File: src/rtl/rv_m_pkg.sv
// Shared RV32M definitions: operand width, funct3 op encodings, and the
// multiply/divide sequencer states.
package rv_m_pkg;

   localparam int XLEN = 32;

   typedef enum logic [2:0] {
      OP_MUL    = 3'd0,
      OP_MULH   = 3'd1,
      OP_MULHSU = 3'd2,
      OP_MULHU  = 3'd3,
      OP_DIV    = 3'd4,
      OP_DIVU   = 3'd5,
      OP_REM    = 3'd6,
      OP_REMU   = 3'd7
   } m_op_e;

   typedef enum logic [1:0] {
      IDLE = 2'd0,
      CALC = 2'd1,
      FIX  = 2'd2,
      DONE = 2'd3
   } mdu_state_e;

   localparam logic [XLEN-1:0] DIV0_Q = 32'hFFFF_FFFF;

endpackage

File: src/rtl/mul_div_unit.sv
// Iterative RV32M multiply/divide unit. Magnitudes are processed unsigned over
// 32 steps, and the signs are applied in a single fix-up cycle.
//
// state | meaning
// IDLE  | waiting for an M-op; accepts the operands, or returns a fast-path result
// CALC  | one shift-add / restoring-divide step per cycle, counter 0..31
// FIX   | apply the signs, select the output half, write the result
// DONE  | valid_out high for this one cycle
module mul_div_unit
   import rv_m_pkg::*;
(
   input  logic            clk,
   input  logic            rst_n,
   input  logic            start,
   input  logic [2:0]      op,
   input  logic [XLEN-1:0] opr_a,
   input  logic [XLEN-1:0] opr_b,
   input  logic            flush,
   output logic            stall,
   output logic            valid_out,
   output logic [XLEN-1:0] result
);

   function automatic logic [XLEN-1:0] abs_xlen(input logic [XLEN-1:0] val,
                                                input logic            signed_en);
      return (signed_en && val[XLEN-1]) ? (~val + 1'b1) : val;
   endfunction

   mdu_state_e        state;
   m_op_e             op_q;
   logic              sign_a;
   logic              sign_b;
   logic [4:0]        counter;
   logic [2*XLEN-1:0] acc;
   logic [XLEN-1:0]   b_abs;

   m_op_e             op_in;
   logic              sa_en;
   logic              sb_en;
   logic              fast;
   logic [XLEN-1:0]   fast_res;
   logic [XLEN:0]     mul_sum;
   logic [XLEN:0]     rem_sh;
   logic              rem_ge;
   logic [XLEN-1:0]   rem_new;
   logic [2*XLEN-1:0] prod;
   logic [XLEN-1:0]   fix_res;

   assign op_in = m_op_e'(op);
   assign sa_en = (op_in == OP_MULH) || (op_in == OP_MULHSU) ||
                  (op_in == OP_DIV)  || (op_in == OP_REM);
   assign sb_en = (op_in == OP_MULH) || (op_in == OP_DIV) || (op_in == OP_REM);

   always_comb begin
      fast     = 1'b0;
      fast_res = '0;
      if (op[2]) begin
         if (opr_b == '0) begin
            fast     = 1'b1;
            fast_res = op[1] ? opr_a : DIV0_Q;
         end else if ((op_in == OP_DIV || op_in == OP_REM) &&
                      opr_a == 32'h8000_0000 && opr_b == 32'hFFFF_FFFF) begin
            fast     = 1'b1;
            fast_res = op[1] ? '0 : opr_a;
         end
      end
   end

   // mul: high half accumulates with its carry; div: remainder in high, dividend/quotient in low
   assign mul_sum = {1'b0, acc[2*XLEN-1:XLEN]} + (acc[0] ? {1'b0, b_abs} : '0);
   assign rem_sh  = {acc[2*XLEN-1:XLEN], acc[XLEN-1]};
   assign rem_ge  = rem_sh >= {1'b0, b_abs};
   assign rem_new = rem_sh[XLEN-1:0] - b_abs;

   always_comb begin
      prod    = (sign_a ^ sign_b) ? (~acc + 1'b1) : acc;
      fix_res = '0;
      case (op_q)
         OP_MUL:                     fix_res = prod[XLEN-1:0];
         OP_MULH, OP_MULHSU, OP_MULHU: fix_res = prod[2*XLEN-1:XLEN];
         OP_DIV, OP_DIVU:
            fix_res = (sign_a ^ sign_b) ? (~acc[XLEN-1:0] + 1'b1) : acc[XLEN-1:0];
         default:
            fix_res = sign_a ? (~acc[2*XLEN-1:XLEN] + 1'b1) : acc[2*XLEN-1:XLEN];
      endcase
   end

   assign stall = start & ~valid_out & ~flush;

   always_ff @(posedge clk or negedge rst_n) begin
      if (!rst_n) begin
         state     <= IDLE;
         op_q      <= OP_MUL;
         sign_a    <= 1'b0;
         sign_b    <= 1'b0;
         counter   <= '0;
         acc       <= '0;
         b_abs     <= '0;
         valid_out <= 1'b0;
         result    <= '0;
      end else if (flush) begin
         state     <= IDLE;
         counter   <= '0;
         valid_out <= 1'b0;
      end else begin
         valid_out <= 1'b0;
         case (state)
            IDLE: begin
               if (start) begin
                  op_q    <= op_in;
                  sign_a  <= sa_en & opr_a[XLEN-1];
                  sign_b  <= sb_en & opr_b[XLEN-1];
                  acc     <= {{XLEN{1'b0}}, abs_xlen(opr_a, sa_en)};
                  b_abs   <= abs_xlen(opr_b, sb_en);
                  counter <= '0;
                  if (fast) begin
                     result    <= fast_res;
                     valid_out <= 1'b1;
                     state     <= DONE;
                  end else begin
                     state <= CALC;
                  end
               end
            end
            CALC: begin
               if (op_q[2])
                  acc <= {(rem_ge ? rem_new : rem_sh[XLEN-1:0]), acc[XLEN-2:0], rem_ge};
               else
                  acc <= {mul_sum, acc[XLEN-1:1]};
               if (counter == 5'd31) begin
                  counter <= '0;
                  state   <= FIX;
               end else begin
                  counter <= counter + 5'd1;
               end
            end
            FIX: begin
               result    <= fix_res;
               valid_out <= 1'b1;
               state     <= DONE;
            end
            default: state <= IDLE;
         endcase
      end
   end

endmodule

File: config.mk
export PLATFORM = sky130hd
export DESIGN_NAME = mul_div_unit
export DESIGN_NICKNAME = d
export VERILOG_FILES = /design/src/rtl/rv_m_pkg.sv /design/src/rtl/mul_div_unit.sv
export SDC_FILE = /design/constraint.sdc
export NUM_CORES = 1
export LEC_CHECK = 0
export ABC_AREA = 0
export CAP_MARGIN = 30
export CORE_UTILIZATION = 23
export DETAILED_ROUTE_END_ITERATION = 7
export DONT_BUFFER_PORTS = 1
export GPL_TIMING_DRIVEN = 0
export HOLD_SLACK_MARGIN = 0.1
export SYNTH_ARGS = -nofsm -noshare
export SYNTH_HDL_FRONTEND = slang
export SYNTH_SLANG_ARGS = --single-unit
File: constraint.sdc
create_clock -name clk -period 3.3 [get_ports clk]
set_input_delay 0.33 -clock clk [delete_from_list [all_inputs] [get_ports clk]]
set_output_delay 0.33 -clock clk [all_outputs]
set_load 0.01 [all_outputs]
== Word-level counts from Yosys, hierarchy flattened ==
Cells that the tools add are included.
Storage, ports and cells
  bits in registers: 141
  latch bits: 0
  bits in writable memories: 0
  ROM bits: 0
  bits of input ports: 71
  output and inout port bits: 34
  logic and storage cells: 106
  memories kept: 0
Operators by class
  add/sub/neg operators: 8
  $mul: 0
  divide/modulo/power cells: 0
  $lt $le $gt $ge: 1
  equal/unequal tests: 18
  shifts and indexed selects: 0
  multiplexer cells: 35
  bitwise logic cells: 12
  reduce and logical (&&, ||, !) cells: 23
Operators by type and width (count)
  2-to-1 mux 32 bit: 13
  2-to-1 mux 64 bit: 3
  adder 32 x 1 -> 32 bit (second input constant): 4
  inverter 32 bit: 4
  one-hot mux 64 bit (2 select lines): 1
  one-hot mux 32 bit (3 select lines): 1
  adder 64 x 1 -> 64 bit (second input constant): 1
  == test 32 bit (second input constant): 2
  inverter 64 bit: 1
  one-hot mux 32 bit (2 select lines): 1
  adder 32 x 32 -> 33 bit: 1
  >= comparator 33 x 32 -> 1 bit: 1
  zero test 32 bit: 1
  subtractor 32 bit: 1
  2-to-1 mux 5 bit: 3
  == test 3 bit (second input constant): 4
  one-hot mux 5 bit (2 select lines): 1
  == test 3 x 2 -> 1 bit (second input constant): 3
  2-to-1 mux 2 bit: 4
  == test 3 x 1 -> 1 bit (second input constant): 2
  logical OR 1 bit: 6
  2-to-1 mux 1 bit: 6
  != test 3 bit (second input constant): 2
  one-hot mux 2 bit (3 select lines): 1
  19 further kinds: 30

== Longest topological paths before layout ==
Gate-level depths: netlist (run 1).
  word-level depth: 11
  gate-level depth with buffers: 14
  mapped depth without buffers: 13

== Worst setup path before layout (run 1) ==
OpenSTA, ideal clock, no wires.
  path type: reg-to-reg
  start point: reg acc[0]
  end point: reg acc[62]
  library setup time: 141 ps
  arrival: 3153 ps
  data required time: 3159 ps
  setup slack: 5 ps
  cell stages (with the launch flop): 13
  path buffers: 1
  clock period less this slack: 3295 ps
  cells stage by stage: dfrtp_1 -> inv_1 -> clkbuf_1 -> nor2_1 -> ha_1 -> a2111oi_0 -> a21oi_1 -> o21bai_1 -> o21bai_1 -> o22a_1 -> a311oi_1 -> xor2_1 -> o221ai_1
On the way
  word-level cells in the longest chain between the ends: 4
RTL lines
  start, declared: line mul_div_unit.sv:34  | logic [2*XLEN-1:0] acc;
  start signal, assigned: line mul_div_unit.sv:113  | acc <= {{XLEN{1'b0}}, abs_xlen(opr_a, sa_en)};
  start signal, assigned: line mul_div_unit.sv:127  | acc <= {(rem_ge ? rem_new : rem_sh[XLEN-1:0]), acc[XLEN-2:0], rem_ge};
  start signal, assigned: line mul_div_unit.sv:129  | acc <= {mul_sum, acc[XLEN-1:1]};
  2-to-1 mux 32 bit: line mul_div_unit.sv:70  | assign mul_sum = {1'b0, acc[2*XLEN-1:XLEN]} + (acc[0] ? {1'b0, b_abs} : '0);
  adder 32 x 32 -> 33 bit: line mul_div_unit.sv:70
  2-to-1 mux 64 bit: line mul_div_unit.sv:126  | if (op_q[2])
  one-hot mux 64 bit (2 select lines): line mul_div_unit.sv:107  | case (state)
Every way passes these cells.
A chain may end at the register's enable or synchronous reset.

== Final worst setup path (run 1) ==
  start point: reg acc[44]
  end point: reg acc[55]
On the way
  word-level cells in the longest chain between the ends: 4
  elaborated cells on any way between the ends: 6
  those cells by class: 2 x add/sub; 1 x order compare; 3 x mux
RTL lines (line)
  subtractor 32 bit or >= comparator 33 x 32 -> 1 bit (tied branches): mul_div_unit.sv:73, mul_div_unit.sv:72
  2-to-1 mux 32 bit: mul_div_unit.sv:127
  2-to-1 mux 64 bit *: mul_div_unit.sv:126
  one-hot mux 64 bit (2 select lines) *: mul_div_unit.sv:107
Mark *: on every way between the ends. The rest lies on a longest branch, timed or not.

==> qor.yml, run 1 <==
die_area_um2: 65000
critPathCaptureType: "flop"
drtAntennaViolNets: 0
path_max_fanout: 10
crit_arrival_ns: 3.69
drive_above_1_share: 0.0928
hold_class: "input port to async pin"
worstPathRequired_ns: 3.70
dp_hpwl_mm: 47.9
combPwrFrac: 0.725
die_w_um: 255
grt_max_degree: 142
drv_cap: 0
cts_tree: "built"
row_count: 92
setup_slack_ns: 0.00374
drt-total-wl_mm: 63.1
start_util: 0.233
final_cell_mix: "233 x nand2_1, 215 x o21ai_0, 200 x nor2_1, 134 x dfrtp_1, 119 x a21oi_1"
max-slew-margin-rel: 0.340
drtIter0Drc: 2077
track_usage: 0.189
syn_to_final_growth_pct: 18.9
synth.avg_cell_area_um2: 7.32
p_int_uw: 8760
grt_pass1_vias: 14600
setup_viol: 0
core_um2: 63200
synth_enable_flop_cells: 0
placed_area_um2: 15800
worst_pin_slew_ns: 0.991
seq_area_frac_synth: 0.240
yosys_most_used_dff: "dfrtp_1"
numCtsBuffers: 17
overflow: 0
p_sw_uw: 10600
final.setup_skew_ns: 0.0139
synth_seq_cells: 141
fin_crit_sh: 0.999
finalHoldViolations: 141
critPathSlowestCell: "dfrtp_2"
synth_top_area_share: 0.240
final_common_cell: "nand2_1"
clk_latency_ns: 0.47
final_area_um2: 17500
port_buffers: 0
wl_per_cell_um: 21.4
status: "finished with violations"
violations: "negative hold slack"
h-tree-depth: 4
num_vias: 16100
crit_chain: "ha_2, nand4_1, or3_1, nor2_1, a31o_2, a2111oi_4, and3_4, buf_6, nor2_2, o21ai_0, nand3_1"
p_total_uw: 19300
swShare: 0.546
post-place-ws_ns: -1.17
yosysTopAreaCell: "dfrtp_1"
place_congestion: 0.986
slowest_delay_ns: 0.51
synthesis.area_um2: 14700
post-route-util: 0.277
critPathBufInv: 1
drc: 0
synth.distinct_cells: 84
clock-root-buffer: "clkbuf_16"
rsz0062_at_grt: "yes"
cts_hold_buf: 37
syn_inst: 2012
critPathLaunchType: "flop"
ir_worst_vdd_v: 0.000516
final_max_slew_viol_count: 0
grt_pass1_wl_mm: 92.2
vias_per_cell: 5.47
ios: 105
synthArstFlopShare: 1.00
drtPass1Iterations: 6
seq_power_share: 0.174
die_h_um: 255
cts_sinks: 141
yosys_warnings: 0
holdWs_ns: -0.431
fmax_mhz: 303
p_leak_uw: 0.00711
p_clk_frac: 0.101
fin_nets: 2238
clk_pin_slew_worst_paths_ns: 0.07
critPathTopFamily: "simple AND/OR/NAND/NOR gates"
antenna_found_initial: 1
p_per_area_nw_per_um2: 1100
critical_path_class: "flop to flop"
synthTopCellsByArea: "dfrtp_1 24%, o21ai_0 7.8%, ha_1 6.4%, nand2_1 6.0%, xnor2_1 5.4%"
fin_crit_ns: 3.30
clockBufferDepth: 2
syn-num-nets: 2160
[cell families after synthesis]
kind of cell / Yosys count / synth area share
XOR/XNOR: 171 / 0.102
buffers and inverters: 216 / 0.0567
AND/OR/NAND/NOR: 691 / 0.220
AO/OA/AOI/OAI: 671 / 0.284
multiplexers: 45 / 0.0311
adder cells (fa/ha/maj): 77 / 0.0665
flip-flops: 141 / 0.240
[cell usage after synthesis, types with 15 or more instances]
master / count
nand2_1: 234
o21ai_0: 228
nor2_1: 204
dfrtp_1: 141
a21oi_1: 129
clkbuf_1: 122
xnor2_1: 90
xor2_1: 81
ha_1: 75
inv_1: 69
a31oi_1: 54
nor3_1: 53
mux2i_1: 39
a21o_1: 38
nand3_1: 33
o31ai_1: 28
o211ai_1: 25
nand4_1: 24
nor4_1: 21
nand2b_1: 19
o22ai_1: 17
or4_1: 17
a22oi_1: 15
and3_1: 15
nor2b_1: 15
[path summary, 6_finish.rpt]
| path | slack, ns | cells after the start | endpoint | startpoint |
|---|---|---|---|---|
| setup / recovery | 0.004 | 11 | acc[55] | acc[44] |
| hold reg to reg | 0.48 | 2 | b_abs[24] | b_abs[24] |
| setup reg to reg | 0.004 | 11 | acc[55] | acc[44] |
| hold / removal | -0.43 | 0 | result[10] | rst_n |
| max in group asynchronous | 3.23 | 0 | acc[33] | rst_n |
| min in group clk | 0.10 | 2 | b_abs[14] | opr_b[14] |
[registers in the layout, summed over array words and instances (netlist names)]
register / count
sign_a: 1
valid_out: 1
sign_b: 1
result: 32
b_abs: 32
acc: 64
op_q: 3
counter: 5
state: 2
[metal layers]
layer / vias up / routed length, um / track usage
li1: 7450 / - / -
met1: 7823 / 27200 / 0.253
met2: 766 / 27700 / 0.285
met3: 107 / 6420 / 0.0592
met4: 2 / 1740 / 0.0636
met5: - / 42 / 0
[layout make-up]
class                      instances  area [um2]
inverter                          69         264
antenna                            2        5.00
sequential                       141        3540
timing repair buffer              66         588
clock buffer                      24         492
tap                              846        1060
multi-input combinational       1655       10900
fill                            6917       45700
clock inverter                     7        62.6
buffer                           140         628
[power groups by stage]
stage / Combinational, uW / Sequential, uW / Clock, uW
6_report: 14000 / 3370 / 1950
5_1_grt: 15100 / 3480 / 2020
4_1_cts: 12900 / 3340 / 1950
3_5_place_dp: 12400 / 3370 / 0
3_3_place_gp: 12400 / 3360 / 0
2_1_floorplan: 9130 / 3010 / 0
[what timing repair did]
| action | 4_1_cts | 5_1_grt |
|---|---|---|
| endpoints found under the setup margin | 63 | 73 |
| pin swaps | 12 | 24 |
| setup buffers | 11 | 18 |
| resized for setup | 82 | 91 |
| gates cloned | 0 | 0 |
| hold endpoints to repair | 180 | 141 |
[metrics by stage]
stage	instances	setup TNS [ns]
final	2950	0
after global routing	2948	-0.321
after CTS	2935	0
after detailed placement	2858	-41.78
after global placement	2858	-41.64
after floorplan	2012	0
Power figures use the tool's default switching activity.
==> inputs of run 2 (changes only) <==
==> constraint.sdc (replaced) <==
create_clock -name clk -period 3.3 [get_ports clk]
set_input_delay 0.66 -clock clk [delete_from_list [all_inputs] [get_ports clk]]
set_output_delay 0.66 -clock clk [all_outputs]
set_load 0.01 [all_outputs]
==> qor.yml, run 2 (synthesis results as in run 1) <==
final_common_cell: "nand2_1"
num_vias: 16000
grt_pass1_wl_mm: 90.9
track_usage: 0.186
place_congestion: 0.986
p_total_uw: 19300
max-slew-margin-rel: 0.363
antenna_found_initial: 0
violations: "design-rule violations, negative hold slack"
critPathCaptureType: "flop"
vias_per_cell: 5.47
critPathLaunchType: "flop"
fin_nets: 2209
start_util: 0.233
placed_area_um2: 15800
clk_pin_slew_worst_paths_ns: 0.07
finalHoldViolations: 141
wl_per_cell_um: 21.3
critical_path_class: "flop to flop"
clk_latency_ns: 0.47
fin_crit_sh: 0.988
final_max_slew_viol_count: 0
ios: 105
clockBufferDepth: 2
die_area_um2: 65000
grt_pass1_vias: 14500
drc: 1
drtPass1Iterations: 8
final_area_um2: 17200
drt-total-wl_mm: 62.2
worst_pin_slew_ns: 0.955
fin_crit_ns: 3.26
drive_above_1_share: 0.102
drtIter0Drc: 1861
path_max_fanout: 10
h-tree-depth: 4
numCtsBuffers: 17
clock-root-buffer: "clkbuf_16"
setup_viol: 0
die_w_um: 255
largest_reg_flops: 64
row_count: 92
rsz0062_at_grt: "yes"
overflow: 0
status: "finished with violations"
drv_cap: 0
crit_arrival_ns: 3.66
final_cell_mix: "233 x nand2_1, 214 x o21ai_0, 199 x nor2_1, 132 x dfrtp_1, 119 x a21oi_1"
largest_register: "acc"
holdWs_ns: -0.101
worstPathRequired_ns: 3.70
p_leak_uw: 0.00699
grt_max_degree: 142
hold_class: "input port to async pin"
fmax_mhz: 307
p_per_area_nw_per_um2: 1120
port_buffers: 0
cts_sinks: 141
syn_to_final_growth_pct: 16.9
dp_hpwl_mm: 47.9
largestRegisters: "acc: 64 flops, b_abs: 32 flops, result: 32 flops"
final.setup_skew_ns: 0.0138
ir_worst_vdd_v: 0.000512
die_h_um: 255
cts_tree: "built"
drtAntennaViolNets: 0
core_um2: 63200
[run 2: cell types whose count changed in the layout (fill, tap and decap cells not counted), moves of 2 or more]
cell	change
buf_4	+8
inv_2	+2
o21ai_2	-2
dfrtp_1	-2
dlygate4sd3_1	-37
inv_1	-2
o21ai_1	+3
dfrtp_2	+2
nor4_4	+2
nor4_1	-2
[run 2: per-layer routing]
| layer | wire (um) | track usage |
|---|---|---|
| met5 | 0 | 0 |
| met3 | 6530 | 0.0597 |
| met1 | 26800 | 0.249 |
| met2 | 27100 | 0.277 |
| met4 | 1750 | 0.0684 |
[run 2: worst paths after layout]
path,from,end,slack [ns],depth (start not counted)
worst max-delay path,acc[44],acc[55],0.04,11
min in group clk,flush,state[0],0.26,1
worst min register to register,b_abs[24],b_abs[24],0.48,2
max in group asynchronous,rst_n,b_abs[18],3.06,0
worst max register to register,acc[44],acc[55],0.04,11
worst min-delay path,rst_n,result[10],-0.10,0
[run 2: critical path: stages, from the launching register on]
cell       delay [ns]
dfrtp_2          0.51
ha_2             0.43
nand4_1          0.12
or3_1            0.41
nor2_1           0.25
a31o_2           0.25
a2111oi_4        0.11
and3_4           0.24
buf_6            0.14
nor2_2           0.31
o21ai_0          0.26
nand3_1          0.16
[run 2: power breakdown]
part | leakage [uW] | total [uW] | switching, uW | internal, uW
clock network | 0.000276 | 1940 | 839 | 1110
logic | 0.00491 | 14000 | 8780 | 5220
registers | 0.00180 | 3360 | 908 | 2450
[run 2: repair_timing]
action	in CTS	in global routing
hold endpoints to repair	141	141
cloned	0	0
pin swaps	12	22
resized for setup	85	96
buffers inserted	15	22
setup endpoints to repair	66	73
[run 2: area by class of cell]
type	instances	area, um2
Antenna cell	1	2.50
Timing Repair Buffer	37	278
Inverter	69	264
Clock inverter	7	62.6
Multi-Input combinational cell	1655	10900
Tap cell	846	1060
Buffer	140	629
Clock buffer	24	492
Fill cell	6931	46000
Sequential cell	141	3540
[run 2: through the flow]
stage | setup TNS, ns | util | setup slack [ns] | std cells | hold slack, ns
floorplan | 0 | - | 0.00510 | 2012 | 0.364
global placement | -47.46 | 0.250 | -1.15 | 2858 | 0.371
detailed placement | -47.62 | 0.250 | -1.17 | 2858 | 0.371
CTS | 0 | 0.265 | 0.00258 | 2903 | -0.115
global route | -0.209 | 0.272 | -0.0366 | 2919 | -0.111
finish | 0 | 0.272 | 0.0400 | 2920 | -0.101
